### config.mk
export PLATFORM = sky130hd
export DESIGN_NAME = mdio_rx_param
export DESIGN_NICKNAME = d
export VERILOG_FILES = /design/src/rtl/mdio_rx_param_pkg.sv /design/src/rtl/mdio_rx_param_piso.sv /design/src/rtl/mdio_rx_param.sv
export SDC_FILE = /design/constraint.sdc
export NUM_CORES = 1
export LEC_CHECK = 0
export BUFFER_PORTS_ARGS = -buffer_cell sky130_fd_sc_hd__clkbuf_2
export CAP_MARGIN = 20
export CELL_PAD_IN_SITES_DETAIL_PLACEMENT = 2
export CELL_PAD_IN_SITES_GLOBAL_PLACEMENT = 2
export CORE_AREA = 2 2 91 114
export CTS_CLUSTER_DIAMETER = 30
export CTS_CLUSTER_SIZE = 28
export DETAILED_ROUTE_END_ITERATION = 8
export DIE_AREA = 0 0 93 116
export PLACE_DENSITY = 0.83
export SETUP_SLACK_MARGIN = 0.4
export SYNTH_ARGS = -nofsm -noshare
export SYNTH_HDL_FRONTEND = slang
export SYNTH_SLANG_ARGS = --single-unit
### constraint.sdc
create_clock -name mdc -period 3.32 [get_ports mdc]
set_input_delay 0.332 -clock mdc [delete_from_list [all_inputs] [get_ports mdc]]
set_output_delay 0.332 -clock mdc [all_outputs]
set_load 0.05 [all_outputs]
### src/rtl/mdio_rx_param_pkg.sv
// Shared encodings and widths for the parametrised MDIO Clause 22 receiver.
package mdio_rx_param_pkg;

    typedef enum logic [2:0] {
        S_PRE,
        S_ST,
        S_OP,
        S_PHYAD,
        S_REGAD,
        S_TA,
        S_WDATA,
        S_RDATA
    } state_t;

    localparam logic [1:0] OP_WR  = 2'b01;
    localparam logic [1:0] OP_RD  = 2'b10;
    localparam logic [1:0] ST_C22 = 2'b01;
    localparam logic [1:0] TA_WR  = 2'b10;

    localparam int unsigned PHYAD_W   = 5;
    localparam int unsigned PRE_CNT_W = 6;

endpackage

### src/rtl/mdio_rx_param_piso.sv
// Parallel-load, MSB-first shift register that drives the serial read data pin.
module mdio_rx_param_piso #(
    parameter int unsigned DATA_W = 16
) (
    input  logic              clk,
    input  logic              rst_n,
    input  logic              clr,
    input  logic              load,
    input  logic              shift,
    input  logic [DATA_W-1:0] din,
    output logic              sout
);

    logic [DATA_W-1:0] sh;

    // Load presents a 0 (turnaround bit); each shift presents the next MSB.
    always_ff @(posedge clk or negedge rst_n) begin
        if (!rst_n) begin
            sh   <= '0;
            sout <= 1'b0;
        end else if (clr) begin
            sh   <= '0;
            sout <= 1'b0;
        end else if (load) begin
            sh   <= din;
            sout <= 1'b0;
        end else if (shift) begin
            sout <= sh[DATA_W-1];
            sh   <= {sh[DATA_W-2:0], 1'b0};
        end
    end

endmodule

### src/rtl/mdio_rx_param.sv
// MDIO Clause 22 receiver: preamble filter, frame deserialiser, PHY address match, read shifter.
// Optional MDIO_TA_CHECK_EN: flags bad ST/OP/write-TA on mdio_err and rejects the frame.
module mdio_rx_param
    import mdio_rx_param_pkg::*;
#(
    parameter int unsigned          DATA_W   = 16,
    parameter int unsigned          ADDR_W   = 5,
    parameter logic [PHYAD_W-1:0]   PHY_ADDR = 5'h01,
    parameter int unsigned          PRE_LEN  = 32
) (
    input  logic              mdc,
    input  logic              reset,
    input  logic              mdio_out,
    input  logic              mdio_oe,
    input  logic [DATA_W-1:0] rd_data,
    output logic              mdio_in,
    output logic              mdio_in_en,
    output logic [ADDR_W-1:0] addr,
    output logic [DATA_W-1:0] wr_data,
    output logic              wr_stb,
    output logic              mdio_done,
    output logic              mdio_err
);

`ifdef MDIO_TA_CHECK_EN
    localparam logic TA_CHECK = 1'b1;
`else
    localparam logic TA_CHECK = 1'b0;
`endif

    localparam int unsigned BIT_CNT_W = $clog2(DATA_W + ADDR_W + PHYAD_W);
    localparam logic [BIT_CNT_W-1:0] ONE       = BIT_CNT_W'(1);
    localparam logic [BIT_CNT_W-1:0] PHY_LAST  = BIT_CNT_W'(PHYAD_W - 1);
    localparam logic [BIT_CNT_W-1:0] REG_LAST  = BIT_CNT_W'(ADDR_W - 1);
    localparam logic [BIT_CNT_W-1:0] DATA_LAST = BIT_CNT_W'(DATA_W - 1);
    localparam logic [PRE_CNT_W-1:0] PRE_MAX   = PRE_CNT_W'(PRE_LEN);
    localparam logic [PRE_CNT_W-1:0] PRE_ONE   = PRE_CNT_W'(1);

    state_t                 state;
    logic [PRE_CNT_W-1:0]   pre_cnt;
    logic [BIT_CNT_W-1:0]   bit_cnt;
    logic                   op_hi;
    logic                   ta_hi;
    logic                   is_rd;
    logic                   match;
    logic                   err_seen;
    logic [PHYAD_W-1:0]     phy_sh;
    logic [ADDR_W-1:0]      reg_sh;
    logic [DATA_W-1:0]      dat_sh;
    logic [ADDR_W-1:0]      reg_nxt;
    logic [DATA_W-1:0]      dat_nxt;
    logic                   rd_active;
    logic                   piso_load;
    logic                   piso_shift;
    logic                   piso_clr;

    assign reg_nxt   = {reg_sh[ADDR_W-2:0], mdio_out};
    assign dat_nxt   = {dat_sh[DATA_W-2:0], mdio_out};
    assign rd_active = is_rd && match;

    // Read shifter: load on first TA cycle, then one shift per cycle up to the last data bit.
    assign piso_load  = (state == S_TA) && (bit_cnt == '0) && rd_active;
    assign piso_shift = rd_active && (((state == S_TA) && (bit_cnt == ONE)) ||
                                      ((state == S_RDATA) && (bit_cnt != DATA_LAST)));
    assign piso_clr   = !((state == S_TA) || (state == S_RDATA)) ||
                        ((state == S_RDATA) && (bit_cnt == DATA_LAST));

    mdio_rx_param_piso #(.DATA_W(DATA_W)) u_piso (
        .clk   (mdc),
        .rst_n (reset),
        .clr   (piso_clr),
        .load  (piso_load),
        .shift (piso_shift),
        .din   (rd_data),
        .sout  (mdio_in)
    );

    always_ff @(posedge mdc or negedge reset) begin
        if (!reset) begin
            state      <= S_PRE;
            pre_cnt    <= '0;
            bit_cnt    <= '0;
            op_hi      <= 1'b0;
            ta_hi      <= 1'b0;
            is_rd      <= 1'b0;
            match      <= 1'b0;
            err_seen   <= 1'b0;
            phy_sh     <= '0;
            reg_sh     <= '0;
            dat_sh     <= '0;
            addr       <= '0;
            wr_data    <= '0;
            wr_stb     <= 1'b0;
            mdio_done  <= 1'b0;
            mdio_err   <= 1'b0;
            mdio_in_en <= 1'b0;
        end else begin
            wr_stb    <= 1'b0;
            mdio_done <= 1'b0;
            mdio_err  <= 1'b0;
            case (state)
                // Count consecutive driven 1s; a 0 after a full preamble is the first ST bit.
                S_PRE: begin
                    if (mdio_oe && mdio_out) begin
                        if (pre_cnt < PRE_MAX) pre_cnt <= pre_cnt + PRE_ONE;
                    end else if (mdio_oe && (pre_cnt >= PRE_MAX)) begin
                        state   <= S_ST;
                        pre_cnt <= '0;
                    end else begin
                        pre_cnt <= '0;
                    end
                end
                S_ST: begin
                    if (!mdio_oe) begin
                        state <= S_PRE;
                    end else if ({1'b0, mdio_out} == ST_C22) begin
                        state   <= S_OP;
                        bit_cnt <= '0;
                    end else begin
                        state    <= S_PRE;
                        mdio_err <= TA_CHECK;
                    end
                end
                S_OP: begin
                    if (!mdio_oe) begin
                        state <= S_PRE;
                    end else if (bit_cnt == '0) begin
                        op_hi   <= mdio_out;
                        bit_cnt <= ONE;
                    end else begin
                        bit_cnt <= '0;
                        if ({op_hi, mdio_out} == OP_WR) begin
                            is_rd <= 1'b0;
                            state <= S_PHYAD;
                        end else if ({op_hi, mdio_out} == OP_RD) begin
                            is_rd <= 1'b1;
                            state <= S_PHYAD;
                        end else begin
                            state    <= S_PRE;
                            mdio_err <= TA_CHECK;
                        end
                    end
                end
                S_PHYAD: begin
                    if (!mdio_oe) begin
                        state <= S_PRE;
                    end else begin
                        phy_sh <= {phy_sh[PHYAD_W-2:0], mdio_out};
                        if (bit_cnt == PHY_LAST) begin
                            state   <= S_REGAD;
                            bit_cnt <= '0;
                        end else begin
                            bit_cnt <= bit_cnt + ONE;
                        end
                    end
                end
                S_REGAD: begin
                    if (!mdio_oe) begin
                        state <= S_PRE;
                    end else begin
                        reg_sh <= reg_nxt;
                        if (bit_cnt == REG_LAST) begin
                            match    <= (phy_sh == PHY_ADDR);
                            err_seen <= 1'b0;
                            if (phy_sh == PHY_ADDR) addr <= reg_nxt;
                            state    <= S_TA;
                            bit_cnt  <= '0;
                        end else begin
                            bit_cnt <= bit_cnt + ONE;
                        end
                    end
                end
                // Controller releases the line during a read TA, so OE only aborts writes here.
                S_TA: begin
                    if (!is_rd && !mdio_oe) begin
                        state <= S_PRE;
                    end else if (bit_cnt == '0) begin
                        ta_hi   <= mdio_out;
                        bit_cnt <= ONE;
                        if (rd_active) mdio_in_en <= 1'b1;
                    end else begin
                        bit_cnt <= '0;
                        if (is_rd) begin
                            state <= S_RDATA;
                        end else if (TA_CHECK && ({ta_hi, mdio_out} != TA_WR)) begin
                            state    <= S_PRE;
                            mdio_err <= match;
                        end else begin
                            state <= S_WDATA;
                        end
                    end
                end
                S_WDATA: begin
                    if (!mdio_oe) begin
                        state <= S_PRE;
                    end else begin
                        dat_sh <= dat_nxt;
                        if (bit_cnt == DATA_LAST) begin
                            state   <= S_PRE;
                            bit_cnt <= '0;
                            if (match) begin
                                wr_data   <= dat_nxt;
                                wr_stb    <= 1'b1;
                                mdio_done <= 1'b1;
                            end
                        end else begin
                            bit_cnt <= bit_cnt + ONE;
                        end
                    end
                end
                // Contention on the line is reported once per read; the read still completes.
                S_RDATA: begin
                    if (mdio_oe && match && !err_seen) begin
                        mdio_err <= 1'b1;
                        err_seen <= 1'b1;
                    end
                    if (bit_cnt == DATA_LAST) begin
                        state      <= S_PRE;
                        bit_cnt    <= '0;
                        mdio_in_en <= 1'b0;
                        mdio_done  <= match;
                    end else begin
                        bit_cnt <= bit_cnt + ONE;
                    end
                end
                default: state <= S_PRE;
            endcase
        end
    end

endmodule

# Yosys cells after proc, flatten, opt, wreduce, memory -nomap -nowiden
# Cells that the tools add are included.
# op_classes
n_addsub	2
multipliers	0
n_div	0
order_cmp	2
n_eq_ne	33
shifts	0
muxes	55
bitwise	1
n_reduce_logical	40
# op_table
cell	count
16-bit two-way mux	3
5-bit two-way mux	8
3-bit two-way mux	12
5-bit one-hot mux with 6 select lines	1
3-bit one-hot mux with 8 select lines	1
2-bit inequality test, second input constant	11
1-bit two-way mux	21
4-bit AND reduction	4
3-bit equality test, second input constant	4
1-bit logical AND	12
6-bit two-way mux	2
5-bit by 1-bit equality test with 1-bit output, second input constant	2
3-bit inequality test, second input constant	3
2-bit two-way mux	4
2-bit by 1-bit inequality test with 1-bit output, second input constant	4
2-bit AND reduction	4
7-bit AND reduction	1
6-bit by 1-bit adder with 6-bit output, second input constant	1
3-bit by 2-bit equality test with 1-bit output, second input constant	2
6-bit greater-or-equal comparator, second input constant	1
6-bit less-than comparator, second input constant	1
1-bit one-hot mux with 2 select lines	3
3-bit AND reduction	2
6-bit AND reduction	1
other kinds (18)	25
# word_totals
reg_bits	84
latch_bits	0
ram_bits	0
romBits	0
word_cells	151
memories	0

# Depth between registers and ports, before layout
# logic_depth
word_depth	7
mapped_depth	10

# By module
# A second synthesis with hierarchy kept.
# unflattened
hier_cells	333
area_unflattened_um2	4045.1
# by_module_without_submodules
module	n_inst	cells_per_inst	area_each_um2	seq_area_each_um2
mdio_rx_param	1	259	3178.0	1676.6
mdio_rx_param_piso	1	74	867.1	425.4

# Worst setup path after synthesis
# Ideal clock, no wire load.
# synth_path
path_type	register -> register
from	register bit_cnt[0]
to	register u_piso.sout
setup_time_ns	0.121
arrival_ns	2.028
slack_ns	1.171
stages_incl_launch_ff	9
n_path_buf	1
synth_period_minus_slack_ns	2.149
cell_sequence	dfrtp_1 > inv_1 > ha_1 > or4b_1 > buf_2 > nor3_4 > nand3_2 > and3_1 > a22o_1
# synth_between
elab_chain_cells	5
word_cells_on_any_way	15
# synth_lines
element	line	text
start, declared	mdio_rx_param.sv:41	logic [BIT_CNT_W-1:0] bit_cnt;
start signal, assigned	mdio_rx_param.sv:153	bit_cnt <= bit_cnt + ONE;
start signal, assigned	mdio_rx_param.sv:169	bit_cnt <= bit_cnt + ONE;
start signal, assigned	mdio_rx_param.sv:207	bit_cnt <= bit_cnt + ONE;
5-bit by 1-bit equality test with 1-bit output (tied with other cells)	mdio_rx_param.sv:63	assign piso_shift = rd_active && (((state == S_TA) && (bit_cnt == ONE)) ||
1-bit logical AND, on equally long branches	mdio_rx_param.sv:63, mdio_rx_param.sv:62, mdio_rx_param.sv:64	
1-bit logical OR or 1-bit logical AND (tied branches)	mdio_rx_param.sv:63, mdio_rx_param.sv:62	
1-bit logical AND or 1-bit two-way mux (tied branches)	mdio_rx_param.sv:63, mdio_rx_param_piso.sv:24	
3-bit nonzero test (no line) or 1-bit two-way mux (tied branches)	n/a	
end signal, assigned	mdio_rx_param_piso.sv:28	sout <= sh[DATA_W-1];
end, declared	mdio_rx_param_piso.sv:11	output logic sout
# Several ways; a longest one is shown, not always the timed one.
# A chain may end at the register's enable or synchronous reset.

# Worst setup path in the final report
# layout_path
from	register bit_cnt[0]
to	register u_piso.sh[15]
# layout_between
elab_chain_cells	5
word_cells_on_any_way	15
# layout_lines
element	line	text
5-bit by 1-bit equality test with 1-bit output (tied with other cells)	mdio_rx_param.sv:63	
1-bit logical AND, on equally long branches	mdio_rx_param.sv:63, mdio_rx_param.sv:62, mdio_rx_param.sv:64	
1-bit logical OR or 1-bit logical AND (tied branches)	mdio_rx_param.sv:63, mdio_rx_param.sv:62	
1-bit logical AND or 16-bit two-way mux (tied branches)	mdio_rx_param.sv:63, mdio_rx_param_piso.sv:24	
3-bit nonzero test (no line) or 16-bit two-way mux (tied branches)	n/a	
end signal, assigned	mdio_rx_param_piso.sv:25	sh <= din;
end signal, assigned	mdio_rx_param_piso.sv:29	sh <= {sh[DATA_W-2:0], 1'b0};
end, declared	mdio_rx_param_piso.sv:14	logic [DATA_W-1:0] sh;
# Several ways; a longest one is shown, not always the timed one.

==> flow_summary.ini <==
[run_status]
status = complete, no violations

[synthesis]
yosysWarnings = 0
synth_edf_count = 0
syn_area_sq_um = 3990
synth_fa_ha_area_share_pct = 2.82
synth_seq_cells = 84
syn_avg_cell_area_sq_um = 11.9
async_flop_share_pct = 100
muxShareOfSynthArea_pct = 17.0
synth_nets = 363
synth_top_family_by_area = multiplexers
synthCells = 334
synth_seq_area_share_pct = 52.7
synth_flop_cell = dfrtp_1
synthSimpleGateAreaFrac_pct = 10.9
synth_xor_area_share_pct = 0
synth.distinct_cells = 51
synth_compound_area_share_pct = 13.2

[timing]
max-slew-margin-rel_pct = 42.5
min_period_ps = 2580
worst_pin_slew_ps = 850
finalSetupViolations = 0
post-route-period-util_pct = 77.8
hold_viol_final = 0
finalMaxSlewViolations = 0
setup_slack_ps = 738
grt_setup_unrepaired = no
finalSetupTns_ps = 0
skew_ps = 7.91
fmax_mhz = 387
hold_ws_ps = 1.63

[worst_setup_path]
rr_worst_depth = 8
endpoint_kind = register
crit_type = register to register
path_cells = ha_1 > and3_1 > ha_1 > nor2b_1 > nand3_1 > o21ai_0 > nand3_1 > o22ai_1
worst-path-stages = 8
cp_max_fo = 15
crit_path_max_incr_delay_ps = 440
crit_slowest_cell = dfrtp_1
path_delay_family = simple AND/OR/NAND/NOR gates
crit_arrival_ps = 2820
critPathBufInv = 0
cp.required_ps = 3560
crit_path_start_kind = register

[clock_tree]
cts_tree = yes
cts_resized = 0
cts_max_path_buffers = 2
root_buffer = clkbuf_16
post-cts-setup-buffer-count = 0
htree_levels = 3
postCtsHoldBufs = 0
clk_latency_ps = 340
clock_sinks = 84
cts_buffers = 9
clk_pin_slew_worst_paths_ps = 70

[die]
rows = 40
ios = 46
coreArea_sq_um = 9610
die_y_um = 116
die_x_um = 93
initial_utilization_pct = 41.5
die_area_sq_um = 10800

[job]
maxCapViolations = 0

[global_routing]
grt_overflow = 0
grtUsageMet3_pct = 3.38
antenna_found_initial = 0
use_met1_pct = 25.3
grt_pass1_wl_um = 17900
grt_util_met2_pct = 40.1
busiest_layer = met2
grt_max_degree = 47
first_global_vias = 3158
grt_usage_pct = 21.9

[layout]
final_nets = 415
drive_gt1_share_pct = 32.7
diodes = 0
syn_to_final_growth_pct = 16.9
fillers = 1006

[pwr]
powerDensity_nw_per_um2 = 613
ir_drop_mv = 0.307
p_leak_nw = 2.21

[drt]
initialDrtViolationCount = 100
num_vias = 2872
wire_per_inst_um = 21.2
drt-pass1-iter-count = 4
vias_per_cell = 5.56
drtAntennaViolNets = 0
route.detailed.drc = 0
routed_wirelength_um = 11000

[placed_design]
hpwl_um = 7380
routabilityCongestion = 0.792
io_buffers = 45
place_ws_ps = 562

[worst_hold_path]
hold_path_class = input port to async pin
==> per-layer routing <==
| metal | share of wire (%) | routed length [um] |
|---|---|---|
| met5 | 0 | 0 |
| met1 | 40 | 4330 |
| met2 | 55 | 6060 |
| met4 | 2.6 | 286 |
| met3 | 2.6 | 280 |
==> worst paths after layout <==
check | end | slack [ps] | startpoint
worst max register to register | u_piso.sh[15] | 740 | bit_cnt[0]
max in group asynchronous | u_piso.sh[9] | 2580 | reset
worst min-delay path | pre_cnt[0] | 2 | reset
worst min register to register | u_piso.sh[5] | 490 | u_piso.sh[5]
worst max-delay path | u_piso.sh[15] | 740 | bit_cnt[0]
min in group mdc | u_piso.sh[0] | 230 | rd_data[0]
==> layout make-up <==
cell class              count  area (sq um)  share of cell area, %
repair buffers             59           333                   7.14
well taps                 126           158                   3.38
multi-input cells         221          1750                   37.6
flip-flops and latches     84          2100                   45.1
clock buffers              11           243                   5.20
inverters                  11          41.3                  0.885
clock inverters             5          35.0                  0.751
==> synthesized netlist by cell type, types with 9 or more instances <==
cell type,n,area (sq um)
a21oi_1,12,60.1
clkbuf_1,11,41.3
dfrtp_1,84,2100
ha_1,9,113
inv_1,11,41.3
mux2_2,47,529
mux2i_1,15,150
nand2_1,23,86.3
nand3_1,10,50.1
nor2_1,14,52.6
o21ai_0,11,55.1
o2bb2ai_1,14,123
==> sequential cells by signal (all words and copies together), names as in the netlist <==
| signal | count |
|---|---|
| addr | 5 |
| bit_cnt | 5 |
| dat_sh | 15 |
| err_seen | 1 |
| is_rd | 1 |
| match | 1 |
| mdio_done | 1 |
| mdio_err | 1 |
| mdio_in_en | 1 |
| op_hi | 1 |
| phy_sh | 5 |
| pre_cnt | 6 |
| reg_sh | 4 |
| state | 3 |
| u_piso.sh | 16 |
| u_piso.sout | 1 |
| wr_data | 16 |
| wr_stb | 1 |
==> cell usage in the layout, fill, tap and decap left out, types with 4 or more instances in the layout <==
| cell type | n |
|---|---|
| inv_1 | 11 |
| o2bb2ai_1 | 14 |
| o21ai_0 | 11 |
| ha_1 | 9 |
| mux2_2 | 47 |
| clkbuf_16 | 9 |
| a21oi_1 | 12 |
| clkbuf_2 | 44 |
| nand3_1 | 10 |
| nor2_1 | 14 |
| mux2i_1 | 15 |
| dfrtp_1 | 84 |
| nor2b_1 | 4 |
| nand2_1 | 23 |
| a22o_1 | 5 |
| nor4b_1 | 4 |
| buf_4 | 15 |
| o31ai_1 | 5 |
| a21o_1 | 7 |
==> kinds of logic (layout without fill, tap and decap cells) <==
| logic type | count (synthesis) | count (layout) |
|---|---|---|
| compound gates | 73 | 73 |
| fa+ha+maj | 9 | 9 |
| buf+inv | 29 | 86 |
| flops | 84 | 84 |
| mux | 62 | 62 |
| simple gates | 77 | 77 |
==> metrics by stage <==
stage | std cells | utilization, % | power (W) | instance area (sq um)
2_1_floorplan | 334 | - | 0.00168 | 3990
3_3_place_gp | 496 | 45.3 | 0.00185 | 4350
3_5_place_dp | 496 | 45.3 | 0.00191 | 4350
4_1_cts | 512 | 48.2 | 0.00288 | 4630
5_1_grt | 517 | 48.5 | 0.00301 | 4660
6_report | 517 | 48.5 | 0.00286 | 4660
==> where the power goes <==
part | internal (W) | switching, W | total [W]
sequential | 0.00110 | 0.000163 | 0.00126
clock | 0.000529 | 0.000412 | 0.000941
combinational | 0.000263 | 0.000399 | 0.000662
total | 0.00189 | 0.000974 | 0.00286
No activity file was read; power rests on OpenSTA's default activity.
